<file path="src/rtl/pipe_ctrl_pkg.sv">
// Shared opcode, ALUOp and forward-select encodings plus the control bundle
// that rides down the ID/EX, EX/MEM and MEM/WB registers.
package pipe_ctrl_pkg;

  localparam logic [6:0] OP_R      = 7'b0110011;
  localparam logic [6:0] OP_I      = 7'b0010011;
  localparam logic [6:0] OP_LOAD   = 7'b0000011;
  localparam logic [6:0] OP_STORE  = 7'b0100011;
  localparam logic [6:0] OP_BRANCH = 7'b1100011;
  localparam logic [6:0] OP_JAL    = 7'b1101111;
  localparam logic [6:0] OP_JALR   = 7'b1100111;

  localparam logic [1:0] ALU_ADD    = 2'b00;
  localparam logic [1:0] ALU_SUB    = 2'b01;
  localparam logic [1:0] ALU_RFUNCT = 2'b10;
  localparam logic [1:0] ALU_IFUNCT = 2'b11;

  localparam logic [1:0] FWD_RF    = 2'b00;
  localparam logic [1:0] FWD_EXMEM = 2'b10;
  localparam logic [1:0] FWD_MEMWB = 2'b01;

  typedef struct packed {
    logic [1:0] alu_op;
    logic       alu_src;
    logic       branch;
    logic       jump;
    logic       mem_read;
    logic       mem_write;
    logic       reg_write;
    logic       mem_to_reg;
    logic       link;
  } ctrl_t;

  localparam ctrl_t CTRL_NOP = '0;

  // The younger producer (EX/MEM) wins over MEM/WB when both match.
  function automatic logic [1:0] fwd_sel(input logic exmem_hit, input logic memwb_hit);
    if (exmem_hit)      return FWD_EXMEM;
    else if (memwb_hit) return FWD_MEMWB;
    else                return FWD_RF;
  endfunction

endpackage

</file>
<file path="src/rtl/pipe_ctrl_decode.sv">
// Combinational ID-stage opcode decoder: control bundle, source-register use
// flags and an illegal-opcode indication.
module ctrl_decode
  import pipe_ctrl_pkg::*;
#(
  parameter int EXT_OPS = 1
) (
  input  logic [6:0] op,
  output ctrl_t      ctrl,
  output logic       use_rs1,
  output logic       use_rs2,
  output logic       illegal
);

  always_comb begin
    ctrl    = CTRL_NOP;
    use_rs1 = 1'b0;
    use_rs2 = 1'b0;
    illegal = 1'b0;
    case (op)
      OP_R: begin
        ctrl.reg_write = 1'b1;
        ctrl.alu_op    = ALU_RFUNCT;
        use_rs1        = 1'b1;
        use_rs2        = 1'b1;
      end
      OP_I: begin
        ctrl.alu_src   = 1'b1;
        ctrl.reg_write = 1'b1;
        ctrl.alu_op    = ALU_IFUNCT;
        use_rs1        = 1'b1;
      end
      OP_LOAD: begin
        ctrl.alu_src    = 1'b1;
        ctrl.mem_read   = 1'b1;
        ctrl.reg_write  = 1'b1;
        ctrl.mem_to_reg = 1'b1;
        ctrl.alu_op     = ALU_ADD;
        use_rs1         = 1'b1;
      end
      OP_STORE: begin
        ctrl.alu_src   = 1'b1;
        ctrl.mem_write = 1'b1;
        ctrl.alu_op    = ALU_ADD;
        use_rs1        = 1'b1;
        use_rs2        = 1'b1;
      end
      OP_BRANCH: begin
        ctrl.branch = 1'b1;
        ctrl.alu_op = ALU_SUB;
        use_rs1     = 1'b1;
        use_rs2     = 1'b1;
      end
      OP_JAL: begin
        if (EXT_OPS != 0) begin
          ctrl.reg_write = 1'b1;
          ctrl.link      = 1'b1;
          ctrl.jump      = 1'b1;
        end else begin
          illegal = 1'b1;
        end
      end
      OP_JALR: begin
        if (EXT_OPS != 0) begin
          ctrl.alu_src   = 1'b1;
          ctrl.reg_write = 1'b1;
          ctrl.link      = 1'b1;
          ctrl.jump      = 1'b1;
          ctrl.alu_op    = ALU_ADD;
          use_rs1        = 1'b1;
        end else begin
          illegal = 1'b1;
        end
      end
      default: illegal = 1'b1;
    endcase
  end

endmodule

</file>
<file path="src/rtl/pipe_ctrl.sv">
// Pipelined control unit: decodes in ID, carries control through EX/MEM/WB,
// detects load-use hazards, selects EX forwarding and counts stalls/flushes.
module pipe_ctrl
  import pipe_ctrl_pkg::*;
#(
  parameter int REG_AW  = 5,
  parameter int ALUOP_W = 2,
  parameter int EXT_OPS = 1,
  parameter int CNT_W   = 16
) (
  input  logic              clk_i,
  input  logic              rst_i,
  input  logic [6:0]        Op_i,
  input  logic [REG_AW-1:0] rs1_i,
  input  logic [REG_AW-1:0] rs2_i,
  input  logic [REG_AW-1:0] rd_i,
  input  logic              cmp_true_i,
  input  logic              mem_stall_i,
  output logic [ALUOP_W-1:0] ex_ALUOp_o,
  output logic              ex_ALUSrc_o,
  output logic [1:0]        fwdA_o,
  output logic [1:0]        fwdB_o,
  output logic              mem_MemRead_o,
  output logic              mem_MemWrite_o,
  output logic              wb_RegWrite_o,
  output logic              wb_MemtoReg_o,
  output logic              wb_Link_o,
  output logic [REG_AW-1:0] wb_rd_o,
  output logic              pc_write_o,
  output logic              ifid_write_o,
  output logic              ifid_flush_o,
  output logic              illegal_o,
  output logic [CNT_W-1:0]  stall_cnt_o,
  output logic [CNT_W-1:0]  flush_cnt_o
);

  localparam logic [CNT_W-1:0] CNT_MAX = {CNT_W{1'b1}};

  ctrl_t             id_ctrl;
  logic              id_use_rs1;
  logic              id_use_rs2;

  ctrl_t             ex_ctrl, mem_ctrl, wb_ctrl;
  logic [REG_AW-1:0] ex_rd, ex_rs1, ex_rs2, mem_rd, wb_rd;

  logic              hazard;
  logic              taken;
  logic              front_go;

  ctrl_decode #(.EXT_OPS(EXT_OPS)) u_decode (
    .op      (Op_i),
    .ctrl    (id_ctrl),
    .use_rs1 (id_use_rs1),
    .use_rs2 (id_use_rs2),
    .illegal (illegal_o)
  );

  always_comb begin
    hazard = ex_ctrl.mem_read && (ex_rd != '0) &&
             ((id_use_rs1 && (ex_rd == rs1_i)) || (id_use_rs2 && (ex_rd == rs2_i)));
    taken  = (id_ctrl.branch & cmp_true_i) | id_ctrl.jump;
  end

  // Front end only moves when out of reset, not frozen, and not bubbling.
  assign front_go     = rst_i & ~mem_stall_i & ~hazard;
  assign pc_write_o   = front_go;
  assign ifid_write_o = front_go;
  assign ifid_flush_o = front_go & taken;

  assign fwdA_o = fwd_sel(mem_ctrl.reg_write && (mem_rd != '0) && (mem_rd == ex_rs1),
                          wb_ctrl.reg_write  && (wb_rd  != '0) && (wb_rd  == ex_rs1));
  assign fwdB_o = fwd_sel(mem_ctrl.reg_write && (mem_rd != '0) && (mem_rd == ex_rs2),
                          wb_ctrl.reg_write  && (wb_rd  != '0) && (wb_rd  == ex_rs2));

  always_ff @(posedge clk_i) begin
    if (!rst_i) begin
      ex_ctrl     <= CTRL_NOP;
      ex_rd       <= '0;
      ex_rs1      <= '0;
      ex_rs2      <= '0;
      mem_ctrl    <= CTRL_NOP;
      mem_rd      <= '0;
      wb_ctrl     <= CTRL_NOP;
      wb_rd       <= '0;
      stall_cnt_o <= '0;
      flush_cnt_o <= '0;
    end else begin
      if (!mem_stall_i) begin
        if (hazard) begin
          ex_ctrl <= CTRL_NOP;
          ex_rd   <= '0;
          ex_rs1  <= '0;
          ex_rs2  <= '0;
        end else begin
          ex_ctrl <= id_ctrl;
          ex_rd   <= rd_i;
          ex_rs1  <= rs1_i;
          ex_rs2  <= rs2_i;
        end
        mem_ctrl <= ex_ctrl;
        mem_rd   <= ex_rd;
        wb_ctrl  <= mem_ctrl;
        wb_rd    <= mem_rd;
      end
      if ((mem_stall_i || hazard) && (stall_cnt_o != CNT_MAX))
        stall_cnt_o <= stall_cnt_o + CNT_W'(1);
      if (ifid_flush_o && (flush_cnt_o != CNT_MAX))
        flush_cnt_o <= flush_cnt_o + CNT_W'(1);
    end
  end

  assign ex_ALUOp_o     = ALUOP_W'(ex_ctrl.alu_op);
  assign ex_ALUSrc_o    = ex_ctrl.alu_src;
  assign mem_MemRead_o  = mem_ctrl.mem_read;
  assign mem_MemWrite_o = mem_ctrl.mem_write;
  assign wb_RegWrite_o  = wb_ctrl.reg_write;
  assign wb_MemtoReg_o  = wb_ctrl.mem_to_reg;
  assign wb_Link_o      = wb_ctrl.link;
  assign wb_rd_o        = wb_rd;

  // Control bits that have no consumer once the instruction reaches WB.
  logic unused_wb_bits;
  assign unused_wb_bits = ^{wb_ctrl.alu_op, wb_ctrl.alu_src, wb_ctrl.branch,
                            wb_ctrl.jump, wb_ctrl.mem_read, wb_ctrl.mem_write};

endmodule
</file>
<file path="config.mk">
export PLATFORM = sky130hd
export DESIGN_NAME = pipe_ctrl
export DESIGN_NICKNAME = d
export VERILOG_FILES = /design/src/rtl/pipe_ctrl_pkg.sv /design/src/rtl/pipe_ctrl_decode.sv /design/src/rtl/pipe_ctrl.sv
export SDC_FILE = /design/constraint.sdc
export NUM_CORES = 1
export LEC_CHECK = 0
export BUFFER_PORTS_ARGS = -buffer_cell sky130_fd_sc_hd__buf_2
export CAP_MARGIN = 15
export CELL_PAD_IN_SITES_DETAIL_PLACEMENT = 1
export CELL_PAD_IN_SITES_GLOBAL_PLACEMENT = 1
export CORE_MARGIN = 1.5
export CORE_UTILIZATION = 30
export DETAILED_ROUTE_END_ITERATION = 8
export PLACE_DENSITY_LB_ADDON = 0.15
export RECOVER_POWER = 50
export SKIP_CTS_REPAIR_TIMING = 1
export SLEW_MARGIN = 20
export SYNTH_ARGS = -nofsm -noshare
export SYNTH_HDL_FRONTEND = slang
export SYNTH_SLANG_ARGS = --single-unit
</file>
<file path="constraint.sdc">
create_clock -name clk_i -period 2.6 [get_ports clk_i]
set_clock_uncertainty 0.05 [all_clocks]
set_input_delay 0.13 -clock clk_i [delete_from_list [all_inputs] [get_ports clk_i]]
set_output_delay 0.13 -clock clk_i [all_outputs]
set_load 0.03 [all_outputs]
</file>
# Word-level counts from Yosys, hierarchy flattened
# Cells that the tools add are included.
# word_totals
regBits,73
in_bits,26
output_inout_bits,53
wordCells,87
# op_classes
n_addsub,2
n_eq_ne,15
mux,18
bitwise_logic,7
reduce_logical,23
# op_table
op,count
$add A16 B1 Y16 const B,2
$ne A16 B16 Y1 const B,2
$eq A5 B5 Y1,6
$eq A7 B7 Y1 const B,3
$mux W5,3
$reduce_bool A5 Y1,3
$eq A7 B6 Y1 const B,2
$logic_and A1 B1 Y1,12
$mux W1,11
$mux W10,1
$eq A7 B2 Y1 const B,1
$eq A7 B5 Y1 const B,1
$reduce_or A7 Y1,1
$pmux W2 S3,1
$reduce_or A6 Y1,1
$reduce_or A5 Y1,1
$and A1 B1 Y1,4
$mux W2,2
$reduce_or A4 Y1,1
$reduce_or A3 Y1,1
$logic_or A1 B1 Y1,2
$not A1 Y1,2
$reduce_or A2 Y1,1
$or A1 B1 Y1,1

# Longest topological paths before layout
# Gate-level depths: netlist of the first run.
# depth
depth_word,10
depth_mapped,7
mapped_depth_nobuf,6

# Hierarchy
# A second synthesis of the first run with hierarchy kept.
# hier_totals
hier_cells,398
area_unflattened_um2,3663.5
# by_module_without_submodules
mod,instances,cells_each,area_each_um2,seq_area_each_um2
pipe_ctrl,1,370,3469.6,1461.4
ctrl_decode,1,28,193.9,0.0

# Worst setup path before layout of the first run
# Ideal clock, no wire load.
# synth_path
path_type,reg-to-output
start,reg ex_rd[1]
end,out ifid_flush_o
arrival_ps,2500
slack_ps,-80
path_stages_with_launch,7
n_path_buf,1
cell_sequence,dfxtp_1 -> or4_1 -> o21a_1 -> o21ai_0 -> o22ai_2 -> clkbuf_1 -> nor4_1
# synth_via
elab_chain_len,7
word_cells_on_any_way,11
# synth_rtl
item,line_no,rtl
start: declaration,pipe_ctrl.sv:44,"logic [REG_AW-1:0] ex_rd, ex_rs1, ex_rs2, mem_rd, wb_rd;"
start signal: assignment,pipe_ctrl.sv:96,ex_rd <= rd_i;
$eq A5 B5 Y1,pipe_ctrl.sv:60,((id_use_rs1 && (ex_rd == rs1_i)) || (id_use_rs2 && (ex_rd == rs2_i)));
$logic_and A1 B1 Y1,pipe_ctrl.sv:60,
$logic_or A1 B1 Y1,pipe_ctrl.sv:60,
$logic_and A1 B1 Y1 (*),pipe_ctrl.sv:59,hazard = ex_ctrl.mem_read && (ex_rd != '0) &&
$not A1 Y1 (*),pipe_ctrl.sv:65,assign front_go = rst_i & ~mem_stall_i & ~hazard;
$and A1 B1 Y1 (*),pipe_ctrl.sv:65,
$and A1 B1 Y1 (*),pipe_ctrl.sv:68,assign ifid_flush_o = front_go & taken;
end: declaration,pipe_ctrl.sv:31,"output logic ifid_flush_o,"
# Mark *: on every way between the ends. The rest lies on a longest branch, timed or not.

# Worst setup path after layout of the first run
# Ends and elaborated chain as after synthesis.

==> results.sh, run 1 <==
export IMPL_status="finished with violations"
export IMPL_violations="negative hold slack"
export IMPL_routedWlPerCell_um=16.7
export IMPL_hold_viol_final=1
export IMPL_max_cap_viol_count=0
export IMPL_drive_gt1_frac=0.135
export IMPL_gp_congestion=0.773
export IMPL_tritoncts="yes"
export IMPL_final_common_cell="dfxtp_1"
export IMPL_synth_edf_count=0
export IMPL_vias=3268
export IMPL_htree_num_levels=3
export IMPL_grt_overflow_total=0
export IMPL_min_period_over_period=0.943
export IMPL_routed_wl_um=10400
export IMPL_r2r_slack_ps=270
export IMPL_max_slew_margin=0.373
export IMPL_die_w_um=111
export IMPL_ys_ff_latch=71
export IMPL_cts_buffers=9
export IMPL_antenna_found_initial=0
export IMPL_post_route_cell_area_um2=4390
export IMPL_track_usage=0.175
export IMPL_core_area_um2=11400
export IMPL_final_cell_mix="dfxtp_1 (71), clkbuf_1 (49), nor2_1 (36)"
export IMPL_netlist_instances=393
export IMPL_dp_hpwl_um=7550
export IMPL_ys_flop_type="dfxtp_1"
export IMPL_dp_slack_ps=172
export IMPL_cp_required_ps=2420
export IMPL_postPlaceCellArea_um2=4090
export IMPL_antenna_cells=0
export IMPL_syn_nets=421
export IMPL_leakage_nw=1.78
export IMPL_peakVddDrop_mv=0.348
export IMPL_async_flop_share=0
export IMPL_port_buffers=78
export IMPL_dieHeight_um=111
export IMPL_drcViolationCount=0
export IMPL_firstDrtPassIters=6
export IMPL_clockRootBuffer="clkbuf_16"
export IMPL_tightest_slew_ps=929
export IMPL_power_density_nw_per_um2=586
export IMPL_synth_area_um2=3520
export IMPL_antenna_left=0
export IMPL_final_nets=504
export IMPL_yosysWarnings=0
export IMPL_start_util=0.308
export IMPL_worst_setup_path_start_kind="flop"
export IMPL_vias_per_cell=5.24
export IMPL_synth_distinct_cells=49
export IMPL_grt_max_degree=27
export IMPL_cp_end_kind="output pin"
export IMPL_ys_seq_area_frac=0.404
export IMPL_crit_arrival_ps=2270
export IMPL_fmax_mhz=408
export IMPL_crit_fanout=26
export IMPL_grt_pass1_vias=3318
export IMPL_grt_first_pass_wirelength_um=17600
export IMPL_setup_viol_count_final=0
export IMPL_post_synth_cell_area_avg_um2=8.96
export IMPL_rows=39
export IMPL_holdWs_ps=-9.01
export IMPL_clkLatencyLatePin_ps=330
export IMPL_area_growth_pct=24.8
export IMPL_die_area_um2=12400
export IMPL_cts_clk_slew_worst_paths_ps=60
export IMPL_clock_path_buffers=2
export IMPL_worst_slack_ps=147
export IMPL_min_path_type="input pin to flop"
export IMPL_maxSlewViolCount=0
export IMPL_post_route_min_period_ps=2450
export IMPL_clock_sinks=71
export IMPL_pin_count=79
export IMPL_rsz0062_at_grt="no"
export IMPL_critPathKind="flop to output pin"
export IMPL_drt_iter0_markers=97
## synthesized netlist by cell type, types with 2 or more instances
master / number / area, um2
o31ai_1: 7 / 52.6
nand3_1: 21 / 105
a21o_1: 2 / 15.0
or4_1: 12 / 90.1
nand2b_1: 13 / 81.3
and4_1: 2 / 17.5
a32o_1: 3 / 30.0
and2_1: 4 / 25.0
xnor2_1: 7 / 61.3
mux2i_1: 32 / 320
dfxtp_1: 71 / 1420
nor4_1: 9 / 56.3
nor2_1: 36 / 135
buf_1: 3 / 11.3
a21oi_1: 14 / 70.1
a22o_1: 19 / 166
buf_2: 3 / 15.0
nand4_1: 7 / 43.8
o211ai_1: 3 / 22.5
clkbuf_1: 12 / 45.0
o21ai_0: 9 / 45.0
xor2_1: 24 / 210
buf_4: 3 / 22.5
nor3_1: 6 / 30.0
and3_1: 7 / 43.8
or3_1: 5 / 31.3
inv_1: 5 / 18.8
ha_1: 2 / 25.0
nand2_1: 31 / 116
a31o_2: 2 / 17.5
## per-stage QoR
step / std cells / total power [mW] / hold WS, ps / setup TNS (ps) / util
after detailed placement: 603 / 1.36 / 305 / 0 / 0.358
after global routing: 624 / 2.67 / 3.46 / 0 / 0.385
after CTS: 619 / 2.60 / -49.1 / -28.6 / 0.384
after floorplan: 393 / 1.28 / 213 / 0 / -
final: 624 / 2.57 / -9.01 / 0 / 0.385
after global placement: 603 / 1.36 / 297 / 0 / 0.358
## cell type report
class,count,area [um2]
clock buffer,13,250
multi-input combinational,295,2000
fill,1378,7020
clock inverter,3,42.5
inverter,6,22.5
sequential,71,1420
timing repair buffer,93,475
tap,143,179
## per-layer routing
| layer | GRT usage | up-vias | share of wire |
|---|---|---|---|
| met5 | 0 | - | 0 |
| met4 | 0.0456 | 0 | 0.0075 |
| met3 | 0.0425 | 7 | 0.038 |
| met2 | 0.286 | 63 | 0.49 |
| met1 | 0.233 | 1600 | 0.47 |
| li1 | - | 1598 | - |
## state kept, by name, summed over array words and instances (netlist names)
| register | count |
|---|---|
| ex_ctrl | 4 |
| stall_cnt_o | 16 |
| mem_MemRead_o | 1 |
| ex_ALUSrc_o | 1 |
| ex_rs1 | 5 |
| ex_ALUOp_o | 2 |
| wb_Link_o | 1 |
| ex_rs2 | 5 |
| ex_rd | 5 |
| flush_cnt_o | 16 |
| wb_RegWrite_o | 1 |
| mem_rd | 5 |
| mem_MemWrite_o | 1 |
| wb_rd_o | 5 |
| wb_MemtoReg_o | 1 |
| mem_ctrl | 2 |
## logic make-up (layout without fill, tap and decap cells)
| family | Yosys count | in the layout | synth area share |
|---|---|---|---|
| and+or+nand+nor | 160 | 160 | 0.242 |
| DFF | 71 | 71 | 0.404 |
| AOI/OAI and AO/OA | 70 | 70 | 0.146 |
| muxes | 32 | 32 | 0.0910 |
| xor gates and xnor gates | 31 | 31 | 0.0771 |
| buffers and inverters | 27 | 115 | 0.0330 |
| adders and majority gates | 2 | 2 | 0.00711 |
## critical path: stages (launching register included)
cell     delay, ps
dfxtp_1        350
or4_4          550
o21a_1         210
o21ai_2         80
o22ai_2        110
buf_6          190
nor4_2         230
buf_4          200
## where the power goes
part	internal (mW)	switching [mW]	total (mW)
Combinational	0.0882	0.117	0.206
Clock	0.768	0.461	1.23
Sequential	1.11	0.0301	1.14
## final timing paths
| check | cells past startpoint | end | from |
|---|---|---|---|
| worst max-delay path | 7 | ifid_flush_o | ex_rd[1] |
| worst min-delay path | 2 | ex_rd[1] | rd_i[1] |
| worst min register to register | 1 | ex_ALUOp_o[0] | ex_ALUOp_o[0] |
| worst max register to register | 6 | flush_cnt_o[15] | flush_cnt_o[0] |
No activity file was read; power rests on OpenSTA's default activity.
==> run 2: changes to the inputs <==
Settings changed: BUFFER_PORTS_ARGS -buffer_cell sky130_fd_sc_hd__buf_2 to unset, DONT_BUFFER_PORTS set to 1.
==> results.sh, run 2 (same netlist as run 1, synthesis figures left out) <==
export IMPL_vias_per_cell=5.40
export IMPL_antenna_left=0
export IMPL_ff_latch_area_um2=1420
export IMPL_crit_chain="or4_1, o21a_1, o21ai_2, o22ai_4, nor3_2, a22o_1"
export IMPL_r2r_slack_ps=70
export IMPL_cts_clk_slew_worst_paths_ps=60
export IMPL_die_w_um=111
export IMPL_tritoncts="yes"
export IMPL_min_period_over_period=0.974
export IMPL_critPathMaxStageDelay_ps=740
export IMPL_track_usage=0.173
export IMPL_routedWlPerCell_um=18.5
export IMPL_antenna_cells=0
export IMPL_crit_arrival_ps=2760
export IMPL_tightest_slew_ps=881
export IMPL_hold_end="stall_cnt_o[12]"
export IMPL_r2r_cells=6
export IMPL_grt_overflow_total=0
export IMPL_final_nets=478
export IMPL_multiInputGateArea_um2=2030
export IMPL_hold_start="mem_stall_i"
export IMPL_setup_viol_count_final=0
export IMPL_top_regs="flush_cnt_o: 16 flops, stall_cnt_o: 16 flops"
export IMPL_nFillCells=1362
export IMPL_clkLatencyLatePin_ps=330
export IMPL_die_area_um2=12400
export IMPL_peakVddDrop_mv=0.499
export IMPL_post_route_min_period_ps=2530
export IMPL_worst_setup_path_start_kind="flop"
export IMPL_grt_max_degree=37
export IMPL_routed_wl_um=11100
export IMPL_fmax_mhz=395
export IMPL_dieHeight_um=111
export IMPL_grt_first_pass_wirelength_um=17200
export IMPL_core_area_um2=11400
export IMPL_leakage_nw=1.78
export IMPL_r2r_start="ex_rd[1]"
export IMPL_crit_fanout=11
export IMPL_critPathKind="flop to flop"
export IMPL_power_density_nw_per_um2=634
export IMPL_antenna_found_initial=0
export IMPL_htree_num_levels=3
export IMPL_drt_iter0_markers=100
export IMPL_status="finished with violations"
export IMPL_final_common_cell="dfxtp_1"
export IMPL_port_buffers=0
export IMPL_vias=3229
export IMPL_whs_path_depth=2
export IMPL_dp_hpwl_um=7550
export IMPL_r2r_end="ex_rs2[1]"
export IMPL_gp_congestion=0.767
export IMPL_cpLargestDelayFamily="simple AND/OR/NAND/NOR gates"
export IMPL_post_route_cell_area_um2=4500
export IMPL_cp_end_kind="flop"
export IMPL_holdWs_ps=-5.26
export IMPL_min_path_type="input pin to flop"
export IMPL_critPathBufInv=0
export IMPL_hold_viol_final=1
export IMPL_drcViolationCount=0
export IMPL_clockRootBuffer="clkbuf_16"
export IMPL_pin_count=79
export IMPL_fin_util=0.394
export IMPL_grt_pass1_vias=3234
export IMPL_rows=39
export IMPL_maxSlewViolCount=0
export IMPL_start_util=0.308
export IMPL_final_cell_mix="dfxtp_1 (70), nor2_1 (36), mux2i_1 (32)"
export IMPL_firstDrtPassIters=6
export IMPL_max_slew_margin=0.408
export IMPL_clock_sinks=71
export IMPL_crit_path_top_delay_cell="nor3_2"
export IMPL_final_setup_tns_ps=0
export IMPL_area_growth_pct=27.7
export IMPL_drive_gt1_frac=0.108
export IMPL_violations="negative hold slack"
export IMPL_cts_buffers=9
export IMPL_cp_required_ps=2830
export IMPL_postPlaceCellArea_um2=3980
export IMPL_clock_path_buffers=2
export IMPL_max_cap_viol_count=0
[run 2: worst max path at each step]
stage,start,endpoint,slack (ps),cells after the start
3_3_place_gp,ex_rd[1],ifid_write_o,120,6
5_1_grt,ex_rd[1],ex_rs2[1],-20,5
2_1_floorplan,mem_rd[1],fwdA_o[0],150,4
3_5_place_dp,ex_rd[1],ifid_write_o,20,6
6_report,ex_rd[1],ex_rs2[1],70,6
4_1_cts,ex_rd[1],ifid_write_o,-360,6
[run 2: where the power goes]
part	internal, mW	switching (mW)
clock network	1.03	0.476
registers	1.11	0.0259
logic	0.0941	0.112
[run 2: through the flow]
step / setup WS (ps) / std cells / power (mW)
after floorplan: 151 / 393 / 1.28
after global placement: 118 / 560 / 1.32
after detailed placement: 21.3 / 560 / 1.32
after CTS: -363 / 576 / 2.85
after global routing: -24.5 / 598 / 2.94
final: 66.8 / 598 / 2.85
[run 2: cell type report]
class	instances	area share
tap	143	0.0398
clock inverter	6	0.0295
inverter	6	0.00501
sequential	71	0.316
clock buffer	10	0.0509
multi-input combinational	296	0.451
timing repair buffer	66	0.107
[run 2: metal layers]
| metal | track usage | vias up | wire length, um |
|---|---|---|---|
| met5 | 0 | - | 0 |
| met4 | 0.0473 | 0 | 121 |
| met3 | 0.0648 | 10 | 680 |
| met2 | 0.288 | 75 | 5510 |
| met1 | 0.209 | 1582 | 4750 |
| li1 | - | 1562 | - |
[run 2: worst register-to-register path, cell delays in order (launching register included)]
cell	delay (ps)
dfxtp_1	310
or4_1	590
o21a_1	240
o21ai_2	110
o22ai_4	160
nor3_2	750
a22o_1	260
==> run 3: changes to the inputs <==
Settings changed: CTS_BUF_LIST set to sky130_fd_sc_hd__clkbuf_4 sky130_fd_sc_hd__clkbuf_8, CTS_CLUSTER_SIZE set to 12.
==> results.sh, run 3 (same netlist as run 1, synthesis figures left out) <==
export IMPL_r2r_end="ex_rs2[1]"
export IMPL_r2r_cells=6
export IMPL_die_w_um=111
export IMPL_crit_arrival_ps=2440
export IMPL_die_area_um2=12400
export IMPL_swShare=0.228
export IMPL_power_frac_clock=0.467
export IMPL_dp_hpwl_um=7550
export IMPL_final_cell_mix="dfxtp_1 (70), buf_4 (46), nor2_1 (36)"
export IMPL_area_growth_pct=28.8
export IMPL_final_common_cell="dfxtp_1"
export IMPL_cp_end_kind="output pin"
export IMPL_cts_buffers=9
export IMPL_critPathMaxStageDelay_ps=590
export IMPL_core_area_um2=11400
export IMPL_wl_met2_um=5400
export IMPL_clock_path_buffers=2
export IMPL_maxSlewViolCount=0
export IMPL_antenna_left=0
export IMPL_p_total_mw=2.53
export IMPL_holdWs_ps=-4.04
export IMPL_cp_required_ps=2420
export IMPL_crit_fanout=6
export IMPL_min_period_over_period=1.01
export IMPL_grt_max_degree=37
export IMPL_post_route_min_period_ps=2620
export IMPL_r2r_start="ex_rd[1]"
export IMPL_routed_top_layer="met4"
export IMPL_pwr_share_comb=0.085
export IMPL_max_slew_margin=0.385
export IMPL_tightest_slew_ps=915
export IMPL_violations="negative hold slack, negative setup slack"
export IMPL_antenna_cells=0
export IMPL_crit_path_frequent_cell="buf_12"
export IMPL_crit_path_top_delay_cell="or4_1"
export IMPL_leakage_nw=1.87
export IMPL_firstDrtPassIters=4
export IMPL_vias_per_cell=5.31
export IMPL_min_path_type="input pin to flop"
export IMPL_met1_length_um=4890
export IMPL_intPower_mw=1.95
export IMPL_hold_viol_final=2
export IMPL_peakVddDrop_mv=0.413
export IMPL_vias=3186
export IMPL_routed_wl_um=11100
export IMPL_rows=39
export IMPL_drive_gt1_frac=0.175
export IMPL_critPathKind="flop to output pin"
export IMPL_track_usage=0.172
export IMPL_port_buffers=0
export IMPL_p_sw_uw=578
export IMPL_grt_pass1_vias=3218
export IMPL_pin_count=79
export IMPL_hold_start="mem_stall_i"
export IMPL_setup_viol_count_final=2
export IMPL_routedWlPerCell_um=18.5
export IMPL_htree_num_levels=3
export IMPL_drt_iter0_markers=124
export IMPL_hold_end="stall_cnt_o[12]"
export IMPL_grt_overflow_total=0
export IMPL_rsz0062_at_grt="yes"
export IMPL_fmax_mhz=382
export IMPL_top_regs="flush_cnt_o: 16 flops, stall_cnt_o: 16 flops"
export IMPL_gp_congestion=0.767
export IMPL_clockRootBuffer="clkbuf_8"
export IMPL_clock_sinks=71
export IMPL_drcViolationCount=0
export IMPL_wl_met3_um=663
export IMPL_max_cap_viol_count=0
export IMPL_power_density_nw_per_um2=558
export IMPL_whs_path_depth=3
export IMPL_tritoncts="yes"
export IMPL_clkLatencyLatePin_ps=350
export IMPL_seq_power_share=0.448
export IMPL_status="finished with violations"
export IMPL_final_nets=480
export IMPL_start_util=0.308
export IMPL_r2r_slack_ps=50
export IMPL_grt_first_pass_wirelength_um=17100
export IMPL_worst_setup_path_start_kind="flop"
export IMPL_cts_clk_slew_worst_paths_ps=80
export IMPL_worst_slack_ps=-15.6
export IMPL_crit_chain="or4_1, o21a_1, o21ai_2, o22ai_4, buf_4, nor3_4, buf_12, buf_12"
export IMPL_antenna_found_initial=0
export IMPL_dieHeight_um=111
[run 3: cell count changes in the layout (fill, tap and decap cells not counted)]
cell,change
buf_8,+1
dlygate4sd3_1,+1
clkbuf_16,-9
clkbuf_4,+1
clkbuf_1,-29
clkbuf_8,+9
nor4_1,-1
nor4_2,+1
buf_4,+28
[run 3: power by group through the flow]
stage	Clock [mW]	Sequential [mW]	Combinational, mW
final	1.18	1.13	0.214
after global routing	1.25	1.14	0.234
after CTS	1.22	1.13	0.163
after detailed placement	0	1.16	0.162
after global placement	0	1.16	0.159
after floorplan	0	1.16	0.122
[run 3: metrics by stage]
stage / instance area, um2 / utilization / setup TNS (ps) / std cells / setup WS, ps
finish: 4530 / 0.397 / -30.9 / 600 / -15.6
global route: 4530 / 0.397 / -482 / 600 / -83.8
CTS: 4250 / 0.372 / -848 / 576 / -400
detailed placement: 3980 / 0.349 / 0 / 560 / 21.3
global placement: 3980 / 0.349 / 0 / 560 / 118
floorplan: 3530 / - / 0 / 393 / 151
[run 3: how the worst max path moves through the flow]
stage / cells after the start / slack [ps] / endpoint / startpoint
5_1_grt: 8 / -80 / ifid_write_o / ex_rd[1]
3_5_place_dp: 6 / 20 / ifid_write_o / ex_rd[1]
3_3_place_gp: 6 / 120 / ifid_write_o / ex_rd[1]
6_report: 8 / -20 / ifid_write_o / ex_rd[1]
4_1_cts: 6 / -400 / ifid_write_o / ex_rd[1]
2_1_floorplan: 4 / 150 / fwdA_o[0] / mem_rd[1]
[run 3: per-layer routing]
layer,global-route usage,vias to the layer above
li1,-,1553
met1,0.209,1549
met2,0.283,74
met3,0.0670,10
met4,0.0498,0
met5,0,-
[run 3: worst max-delay path, delay by kind of cell (launching register included)]
| kind | cells | cell delay [ps] |
|---|---|---|
| DFF | 1 | 320 |
| AOI/OAI and AO/OA | 3 | 510 |
| buffers and inverters | 3 | 440 |
| and+or+nand+nor | 2 | 800 |
[run 3: layout make-up]
type                            count  area [um2]
Sequential cell                    71        1420
Inverter                            6        22.5
Fill cell                        1342        6880
Multi-Input combinational cell    296        2040
Tap cell                          143         179
Clock buffer                       10         131
Timing Repair Buffer               68         611
Clock inverter                      6         133
